File: config.mk
export PLATFORM = sky130hd
export DESIGN_NAME = rs_scheduler_flat
export DESIGN_NICKNAME = d
export VERILOG_FILES = /design/src/rtl/rs_scheduler_if.sv /design/src/rtl/rs_scheduler.sv /design/src/flat_wrapper.sv
export SDC_FILE = /design/constraint.sdc
export NUM_CORES = 2
export LEC_CHECK = 0
export CAP_MARGIN = 20
export CORE_MARGIN = 2
export CORE_UTILIZATION = 23
export DETAILED_ROUTE_END_ITERATION = 7
export PLACE_DENSITY_LB_ADDON = 0.12
export REMOVE_ABC_BUFFERS = 1
export SYNTH_ARGS = -nofsm -noshare
export SYNTH_HDL_FRONTEND = slang
export SYNTH_SLANG_ARGS = --single-unit
File: constraint.sdc
create_clock -name clk -period 4.2 [get_ports clk]
set_input_delay 0.84 -clock clk [delete_from_list [all_inputs] [get_ports clk]]
set_output_delay 0.84 -clock clk [all_outputs]
set_load 0.01 [all_outputs]
File: src/rtl/rs_scheduler_if.sv
// Bundles shared by the reservation-station scheduler.
//
// rs_scheduler_if: dispatch, writeback broadcast and issue handshakes.
//   master: the pipeline side (dispatch stage, writeback bus, execute accept).
//   slave : the scheduler.
//   disp_*      dispatch request/ready, payload, source tags and readiness
//   wb_*        writeback tag broadcast
//   issue_*     offered entry index/payload, execute accept
//   occupancy   count of occupied entries
//
// execute_scheduler_if: execute tells the scheduler to free an entry.
//   execute  : drives retire_rs_valid / retire_rs_entry
//   scheduler: consumes them
interface rs_scheduler_if #(
    parameter int RS_ENTRIES = 8,
    parameter int TAG_W      = 6,
    parameter int PAYLOAD_W  = 64
);
    localparam int IDX_W = $clog2(RS_ENTRIES);
    localparam int OCC_W = $clog2(RS_ENTRIES + 1);

    logic                 disp_valid;
    logic                 disp_ready;
    logic [PAYLOAD_W-1:0] disp_payload;
    logic [TAG_W-1:0]     disp_src1_tag;
    logic                 disp_src1_rdy;
    logic [TAG_W-1:0]     disp_src2_tag;
    logic                 disp_src2_rdy;
    logic                 wb_valid;
    logic [TAG_W-1:0]     wb_tag;
    logic                 issue_valid;
    logic                 issue_ready;
    logic [IDX_W-1:0]     issue_entry;
    logic [PAYLOAD_W-1:0] issue_payload;
    logic [OCC_W-1:0]     occupancy;

    modport master (
        output disp_valid, disp_payload, disp_src1_tag, disp_src1_rdy,
               disp_src2_tag, disp_src2_rdy, wb_valid, wb_tag, issue_ready,
        input  disp_ready, issue_valid, issue_entry, issue_payload, occupancy
    );

    modport slave (
        input  disp_valid, disp_payload, disp_src1_tag, disp_src1_rdy,
               disp_src2_tag, disp_src2_rdy, wb_valid, wb_tag, issue_ready,
        output disp_ready, issue_valid, issue_entry, issue_payload, occupancy
    );
endinterface

interface execute_scheduler_if #(
    parameter int RS_ENTRIES = 8
);
    localparam int IDX_W = $clog2(RS_ENTRIES);

    logic             retire_rs_valid;
    logic [IDX_W-1:0] retire_rs_entry;

    modport execute   (output retire_rs_valid, retire_rs_entry);
    modport scheduler (input  retire_rs_valid, retire_rs_entry);
endinterface

File: src/rtl/rs_scheduler.sv
// Reservation-station scheduler between dispatch and execute.
// Holds up to RS_ENTRIES uops, wakes their sources on writeback tag
// broadcast, offers the oldest READY entry to execute, and frees an entry
// only when execute retires it.
//
// Ports:
//   clk    core clock, rising edge
//   rst_n  asynchronous active-low reset
//   flush  empties all entries next cycle, overriding every other input
//   rs_if  dispatch / writeback / issue handshakes and occupancy (slave)
//   ex_if  retire from execute (scheduler modport)
//
// All outputs are decoded from registered state only.
module rs_scheduler #(
    parameter int RS_ENTRIES = 8,
    parameter int TAG_W      = 6,
    parameter int PAYLOAD_W  = 64
) (
    input  logic                     clk,
    input  logic                     rst_n,
    input  logic                     flush,
    rs_scheduler_if.slave            rs_if,
    execute_scheduler_if.scheduler   ex_if
);
    localparam int IDX_W = $clog2(RS_ENTRIES);
    localparam int OCC_W = $clog2(RS_ENTRIES + 1);

    typedef enum logic [1:0] {ST_FREE, ST_WAITING, ST_READY, ST_ISSUED} rs_state_e;

    rs_state_e             state_q    [RS_ENTRIES];
    rs_state_e             state_d    [RS_ENTRIES];
    logic [RS_ENTRIES-1:0] src1_rdy_q, src1_rdy_d;
    logic [RS_ENTRIES-1:0] src2_rdy_q, src2_rdy_d;
    logic [TAG_W-1:0]      src1_tag_q [RS_ENTRIES];
    logic [TAG_W-1:0]      src1_tag_d [RS_ENTRIES];
    logic [TAG_W-1:0]      src2_tag_q [RS_ENTRIES];
    logic [TAG_W-1:0]      src2_tag_d [RS_ENTRIES];
    logic [PAYLOAD_W-1:0]  payload_q  [RS_ENTRIES];
    logic [PAYLOAD_W-1:0]  payload_d  [RS_ENTRIES];
    // age_q[i][j] = 1 : entry i is older than entry j
    logic [RS_ENTRIES-1:0] age_q      [RS_ENTRIES];
    logic [RS_ENTRIES-1:0] age_d      [RS_ENTRIES];
    // Holds disp_ready low until the first clock after reset release.
    logic                  init_done_q;

    logic [RS_ENTRIES-1:0] free_vec;
    logic [RS_ENTRIES-1:0] ready_vec;
    logic [RS_ENTRIES-1:0] oldest_vec;
    logic [RS_ENTRIES-1:0] older_col  [RS_ENTRIES];
    logic [IDX_W-1:0]      free_idx;
    logic [IDX_W-1:0]      issue_idx;
    logic [OCC_W-1:0]      occ_cnt;
    logic                  disp_ready_w;
    logic                  disp_fire;
    logic                  issue_fire;
    logic                  retire_fire;
    logic                  byp1, byp2;

    generate
        for (genvar gi = 0; gi < RS_ENTRIES; gi++) begin : g_entry
            assign free_vec[gi]  = (state_q[gi] == ST_FREE);
            assign ready_vec[gi] = (state_q[gi] == ST_READY);
            // Column gi of the age matrix: which entries are older than gi.
            for (genvar gj = 0; gj < RS_ENTRIES; gj++) begin : g_col
                assign older_col[gi][gj] = age_q[gj][gi];
            end
            assign oldest_vec[gi] = ready_vec[gi] & ~|(ready_vec & older_col[gi]);
        end
    endgenerate

    // Lowest-index free entry, lowest-index oldest-ready entry (the age
    // matrix makes oldest_vec one-hot; the priority pick is only a guard).
    always_comb begin
        free_idx  = '0;
        issue_idx = '0;
        occ_cnt   = '0;
        for (int i = RS_ENTRIES - 1; i >= 0; i--) begin
            if (free_vec[i])   free_idx  = IDX_W'(i);
            if (oldest_vec[i]) issue_idx = IDX_W'(i);
        end
        for (int i = 0; i < RS_ENTRIES; i++) begin
            occ_cnt = occ_cnt + {{(OCC_W-1){1'b0}}, ~free_vec[i]};
        end
    end

    assign disp_ready_w        = init_done_q & (|free_vec);
    assign rs_if.disp_ready    = disp_ready_w;
    assign rs_if.issue_valid   = |ready_vec;
    assign rs_if.issue_entry   = issue_idx;
    assign rs_if.issue_payload = payload_q[issue_idx];
    assign rs_if.occupancy     = occ_cnt;

    assign disp_fire   = rs_if.disp_valid & disp_ready_w;
    assign issue_fire  = rs_if.issue_valid & rs_if.issue_ready;
    assign retire_fire = ex_if.retire_rs_valid &
                         (state_q[ex_if.retire_rs_entry] == ST_ISSUED);

    // A dispatching source also counts as ready if its tag is broadcast now.
    assign byp1 = rs_if.disp_src1_rdy | (rs_if.wb_valid & (rs_if.wb_tag == rs_if.disp_src1_tag));
    assign byp2 = rs_if.disp_src2_rdy | (rs_if.wb_valid & (rs_if.wb_tag == rs_if.disp_src2_tag));

    always_comb begin
        for (int i = 0; i < RS_ENTRIES; i++) begin
            state_d[i]    = state_q[i];
            src1_tag_d[i] = src1_tag_q[i];
            src2_tag_d[i] = src2_tag_q[i];
            payload_d[i]  = payload_q[i];
            age_d[i]      = age_q[i];
        end
        src1_rdy_d = src1_rdy_q;
        src2_rdy_d = src2_rdy_q;

        if (flush) begin
            for (int i = 0; i < RS_ENTRIES; i++) begin
                state_d[i] = ST_FREE;
                age_d[i]   = '0;
            end
            src1_rdy_d = '0;
            src2_rdy_d = '0;
        end else begin
            // Wakeup: READY is registered here, so it is offered next cycle.
            for (int i = 0; i < RS_ENTRIES; i++) begin
                if (state_q[i] == ST_WAITING && rs_if.wb_valid) begin
                    if (rs_if.wb_tag == src1_tag_q[i]) src1_rdy_d[i] = 1'b1;
                    if (rs_if.wb_tag == src2_tag_q[i]) src2_rdy_d[i] = 1'b1;
                    if (src1_rdy_d[i] && src2_rdy_d[i]) state_d[i] = ST_READY;
                end
            end

            if (issue_fire) state_d[issue_idx] = ST_ISSUED;

            if (retire_fire) begin
                state_d[ex_if.retire_rs_entry]    = ST_FREE;
                src1_rdy_d[ex_if.retire_rs_entry] = 1'b0;
                src2_rdy_d[ex_if.retire_rs_entry] = 1'b0;
                age_d[ex_if.retire_rs_entry]      = '0;
                for (int j = 0; j < RS_ENTRIES; j++) begin
                    age_d[j][ex_if.retire_rs_entry] = 1'b0;
                end
            end

            // free_idx comes from registered state, so an entry retired this
            // cycle is never the dispatch target.
            if (disp_fire) begin
                state_d[free_idx]    = (byp1 && byp2) ? ST_READY : ST_WAITING;
                src1_rdy_d[free_idx] = byp1;
                src2_rdy_d[free_idx] = byp2;
                src1_tag_d[free_idx] = rs_if.disp_src1_tag;
                src2_tag_d[free_idx] = rs_if.disp_src2_tag;
                payload_d[free_idx]  = rs_if.disp_payload;
                age_d[free_idx]      = '0;
                // Every entry still occupied after this cycle is older.
                for (int j = 0; j < RS_ENTRIES; j++) begin
                    if (j != int'(free_idx) && state_d[j] != ST_FREE) begin
                        age_d[j][free_idx] = 1'b1;
                    end
                end
            end
        end
    end

    always_ff @(posedge clk or negedge rst_n) begin
        if (!rst_n) begin
            init_done_q <= 1'b0;
            src1_rdy_q  <= '0;
            src2_rdy_q  <= '0;
            for (int i = 0; i < RS_ENTRIES; i++) begin
                state_q[i]    <= ST_FREE;
                src1_tag_q[i] <= '0;
                src2_tag_q[i] <= '0;
                payload_q[i]  <= '0;
                age_q[i]      <= '0;
            end
        end else begin
            init_done_q <= 1'b1;
            src1_rdy_q  <= src1_rdy_d;
            src2_rdy_q  <= src2_rdy_d;
            for (int i = 0; i < RS_ENTRIES; i++) begin
                state_q[i]    <= state_d[i];
                src1_tag_q[i] <= src1_tag_d[i];
                src2_tag_q[i] <= src2_tag_d[i];
                payload_q[i]  <= payload_d[i];
                age_q[i]      <= age_d[i];
            end
        end
    end
endmodule

File: src/flat_wrapper.sv
// flat-port wrapper written by rule: the top's interface ports become plain ports
module rs_scheduler_flat 
#(
    parameter int RS_ENTRIES = 8,
    parameter int TAG_W      = 6,
    parameter int PAYLOAD_W  = 64
)
  (clk, rst_n, flush, rs_if_disp_valid, rs_if_disp_payload, rs_if_disp_src1_tag, rs_if_disp_src1_rdy, rs_if_disp_src2_tag, rs_if_disp_src2_rdy, rs_if_wb_valid, rs_if_wb_tag, rs_if_issue_ready, rs_if_disp_ready, rs_if_issue_valid, rs_if_issue_entry, rs_if_issue_payload, rs_if_occupancy, ex_if_retire_rs_valid, ex_if_retire_rs_entry);
  rs_scheduler_if #(.RS_ENTRIES(RS_ENTRIES), .TAG_W(TAG_W), .PAYLOAD_W(PAYLOAD_W)) rs_if_i ();
  execute_scheduler_if #(.RS_ENTRIES(RS_ENTRIES)) ex_if_i ();
  input  logic clk;
  input  logic rst_n;
  input  logic flush;
  input wire logic [$bits(rs_if_i.disp_valid)-1:0] rs_if_disp_valid;
  input wire logic [$bits(rs_if_i.disp_payload)-1:0] rs_if_disp_payload;
  input wire logic [$bits(rs_if_i.disp_src1_tag)-1:0] rs_if_disp_src1_tag;
  input wire logic [$bits(rs_if_i.disp_src1_rdy)-1:0] rs_if_disp_src1_rdy;
  input wire logic [$bits(rs_if_i.disp_src2_tag)-1:0] rs_if_disp_src2_tag;
  input wire logic [$bits(rs_if_i.disp_src2_rdy)-1:0] rs_if_disp_src2_rdy;
  input wire logic [$bits(rs_if_i.wb_valid)-1:0] rs_if_wb_valid;
  input wire logic [$bits(rs_if_i.wb_tag)-1:0] rs_if_wb_tag;
  input wire logic [$bits(rs_if_i.issue_ready)-1:0] rs_if_issue_ready;
  output wire logic [$bits(rs_if_i.disp_ready)-1:0] rs_if_disp_ready;
  output wire logic [$bits(rs_if_i.issue_valid)-1:0] rs_if_issue_valid;
  output wire logic [$bits(rs_if_i.issue_entry)-1:0] rs_if_issue_entry;
  output wire logic [$bits(rs_if_i.issue_payload)-1:0] rs_if_issue_payload;
  output wire logic [$bits(rs_if_i.occupancy)-1:0] rs_if_occupancy;
  input wire logic [$bits(ex_if_i.retire_rs_valid)-1:0] ex_if_retire_rs_valid;
  input wire logic [$bits(ex_if_i.retire_rs_entry)-1:0] ex_if_retire_rs_entry;
  assign rs_if_i.disp_valid = rs_if_disp_valid;
  assign rs_if_i.disp_payload = rs_if_disp_payload;
  assign rs_if_i.disp_src1_tag = rs_if_disp_src1_tag;
  assign rs_if_i.disp_src1_rdy = rs_if_disp_src1_rdy;
  assign rs_if_i.disp_src2_tag = rs_if_disp_src2_tag;
  assign rs_if_i.disp_src2_rdy = rs_if_disp_src2_rdy;
  assign rs_if_i.wb_valid = rs_if_wb_valid;
  assign rs_if_i.wb_tag = rs_if_wb_tag;
  assign rs_if_i.issue_ready = rs_if_issue_ready;
  assign rs_if_disp_ready = rs_if_i.disp_ready;
  assign rs_if_issue_valid = rs_if_i.issue_valid;
  assign rs_if_issue_entry = rs_if_i.issue_entry;
  assign rs_if_issue_payload = rs_if_i.issue_payload;
  assign rs_if_occupancy = rs_if_i.occupancy;
  assign ex_if_i.retire_rs_valid = ex_if_retire_rs_valid;
  assign ex_if_i.retire_rs_entry = ex_if_retire_rs_entry;
  rs_scheduler #(.RS_ENTRIES(RS_ENTRIES), .TAG_W(TAG_W), .PAYLOAD_W(PAYLOAD_W)) u_core (.clk(clk), .rst_n(rst_n), .flush(flush), .rs_if(rs_if_i), .ex_if(ex_if_i));
endmodule
==> impl_metrics.toml <==
[status]
outcome = "finished, violations left"
violations = "negative setup slack"

[power]
p_per_area_nw_per_um2 = 407.6
peakVddDrop_mv = 0.2553
intPower_w = 0.01287
combPwrFrac = 0.129
power_frac_seq = 0.436
sw_frac_of_total = 0.2653
leakage_nw = 19.78
power.share.clock = 0.435
switching_power_w = 0.004649

[floorplanning]
core_area_um2 = 143300
fp-row-count = 139
initial_core_util = 0.2314
die_w_um = 383.8
dieArea_um2 = 147300
ios = 167
die_h_um = 383.8

[clocking]
insertion_delay_ns = 0.70
cts.clk_slew.worst_paths_ns = 0.06
cts_tree = "done"
cts.sinks = 705
clockBufferDepth = 3
cts_hold_buf = 0
cts_htree_levels = 3
cts-root-buf = "clkbuf_16"
cts_buffers = 90

[worst_setup_path]
rr_worst_depth = 11
crit_start = "u_core.state_q[11]"
cp_slowest_cell = "or4_4"
r2r_start = "u_core.state_q[2]"
start_kind = "register"
path_max_fanout = 10
cp-end-kind = "output port"
worstPathRequired_ns = 3.36
max_stage_delay_ns = 0.53
path_class = "register to output port"
arrival_ns = 4.07
timing.rr.end = "u_core.payload_q[473]"
path_cells = "nor2b_2 -> buf_4 -> buf_4 -> a22oi_1 -> nand3_2 -> o21ba_2 -> o32a_4 -> buf_8 -> buf_4 -> nand2_1 -> a21oi_1 -> or4_4 -> buf_6 -> dlygate4sd2_1"
critPathCapture = "rs_if_issue_payload[44]"
cpMostUsedCell = "buf_4"
ff2ff_setup_slack_ns = 0.73

[sta]
setup_viol = 69
finalHoldViolations = 0
fin_crit_ns = 4.914
clock_skew_ns = 0.02592
max_freq_ghz = 0.2035
finalCritPeriodShare = 1.170
rsz0062_at_grt = "true"
max_slew_margin = 0.3519
drv_slew = 0
worst_slack_ns = -0.7139
tightestPinTransition_ns = 0.9685

[job]
cap_violations = 0

[layout]
n_antenna_cell = 0
finish.utilization = 0.2999
drive_above_1_share = 0.2698
layout.nets = 3821
stdcell_count = 5691
areaGrowthSynthToFinish_pct = 29.59
final_area_um2 = 42980

[synth]
ys_warn_count = 0
syn_area_um2 = 33170
synth-seq-cells = 705
syn_inst = 3378
async_reset_ff_frac = 1.000
synth_area_per_cell_um2 = 9.819
ys.flop_type = "dfrtp_1"
synth.distinct_cells = 65
synthTopCellsByArea = "dfrtp_1, nand2_1, mux2_2, a21oi_1, clkbuf_1"
synth_top_area_frac = 0.5319
synth_edf_count = 0
yosysSeqAreaShare = 0.5319
yosys-top-cells-count = "nand2_1, dfrtp_1, mux2_2, a21oi_1, clkbuf_1"
synth_most_common_cell = "nand2_1"
yosysTopAreaCell = "dfrtp_1"

[place]
port_buffers = 166
gp_congestion = 0.7799
dpl-instance-area_um2 = 39250
place_hpwl_um = 78440
placedCellCount = 5489

[global_route]
grt_max_degree = 84
antenna_found_initial = 9
grt_pass1_vias = 27014
grt.total_usage = 0.1698
grt_overflow = 0
grt_pass1_wl_um = 187300

[detailed_routing]
first_pass_iters = 7
drt_iter0_markers = 1495
detail-route-antenna-nets = 0
routed_wl_um = 126200
via_per_inst = 4.585
dr_total_vias = 26095
drc_errors = 0
wl_per_cell_um = 22.17

[hold_path]
min_path_type = "input pin to asynchronous set/reset pin"
final cells by class:
class,instances,area [um^2]
Clock buffer,144,2736
Clock inverter,16,127.6
Fill cell,15113,100300
Inverter,23,112.6
Multi-Input combinational cell,2426,14970
Sequential cell,705,17650
Tap cell,1903,2381
Timing Repair Buffer,473,4992
Timing Repair inverter,1,11.26
cells in the final DEF (no fill, tap or decap), types with 27 or more instances in the layout:
| master | instances |
|---|---|
| nand2_1 | 1197 |
| dfrtp_1 | 697 |
| mux2_2 | 394 |
| a21oi_1 | 286 |
| buf_4 | 213 |
| clkbuf_16 | 95 |
| clkdlybuf4s50_1 | 95 |
| buf_12 | 67 |
| xor2_1 | 58 |
| xnor2_1 | 51 |
| or4_4 | 49 |
| nor2_1 | 43 |
| a32o_1 | 40 |
| buf_6 | 32 |
| o22ai_1 | 28 |
| clkbuf_1 | 27 |
how the worst min path moves through the flow:
stage | start | end | slack [ns] | depth (start not counted)
detailed placement | u_core.payload_q[102] | u_core.payload_q[102] | 0.46 | 2
finish | rst_n | u_core.src2_tag_q[19] | 0.23 | 1
CTS | rst_n | u_core.payload_q[386] | 0.21 | 1
floorplan | u_core.age_q[56] | u_core.age_q[56] | 0.44 | 1
global placement | u_core.payload_q[369] | u_core.payload_q[369] | 0.46 | 2
global route | rst_n | u_core.src2_tag_q[21] | 0.24 | 1
timing repair:
item	CTS	global route
cloned	5	7
buffers inserted	18	11
resized for setup	303	100
pin swaps	18	14
setup endpoints to repair	71	69
power by group through the flow:
stage	logic [W]	registers [W]	clock network (W)
final	0.00225	0.00764	0.00762
after global routing	0.00252	0.00771	0.00818
after CTS	0.00225	0.00765	0.00789
after detailed placement	0.00225	0.00776	0
after global placement	0.00224	0.00777	0
after floorplan	0.00105	0.00767	0
metrics by stage:
step                worst slack, ns  setup TNS [ns]  hold WS, ns  power, W
floorplan                    -8.151        -1776.56       0.4447  0.008721
global placement            -0.6014          -33.21       0.4566   0.01001
detailed placement          -0.5127          -27.74       0.4618   0.01000
CTS                         -0.7526          -44.71       0.2129   0.01779
global route                -0.8373          -49.09       0.2409   0.01841
finish                      -0.7139          -38.89       0.2310   0.01752
cell families (layout without fill, tap and decap cells):
kind of cell	count (synthesis)	count (layout)	share of synthesized area
AOI/OAI and AO/OA	432	432	0.07888
xor gates and xnor gates	109	109	0.02878
adders and majority gates	7	7	0.003546
buffers and inverters	247	657	0.03097
DFF	705	705	0.5319
muxes	398	398	0.1365
other	1	1	0.0001131
and+or+nand+nor	1479	1479	0.1893
registers in the layout, summed over array words and instances (netlist names):
name and flops:
u_core.src1_rdy_q 8, u_core.src2_tag_q 48, u_core.src2_rdy_q 8, u_core.payload_q 512
u_core.age_q 64, u_core.state_q 16, u_core.src1_tag_q 48, u_core.init_done_q 1
layer usage:
metal / wire [um] / track usage
met1: 58210 / 0.2297
met3: 4723 / 0.02890
met2: 60200 / 0.2793
met4: 2990 / 0.04546
met5: 45 / 0
worst max-delay path: cells and delay by family, from the launching register on:
kind / cells / cell delay [ns]
AO/OA/AOI/OAI: 4 / 0.95
buffers and inverters: 6 / 1.06
flip-flops: 1 / 0.41
AND/OR/NAND/NOR: 4 / 0.93
(Power assumes the default switching activity.)
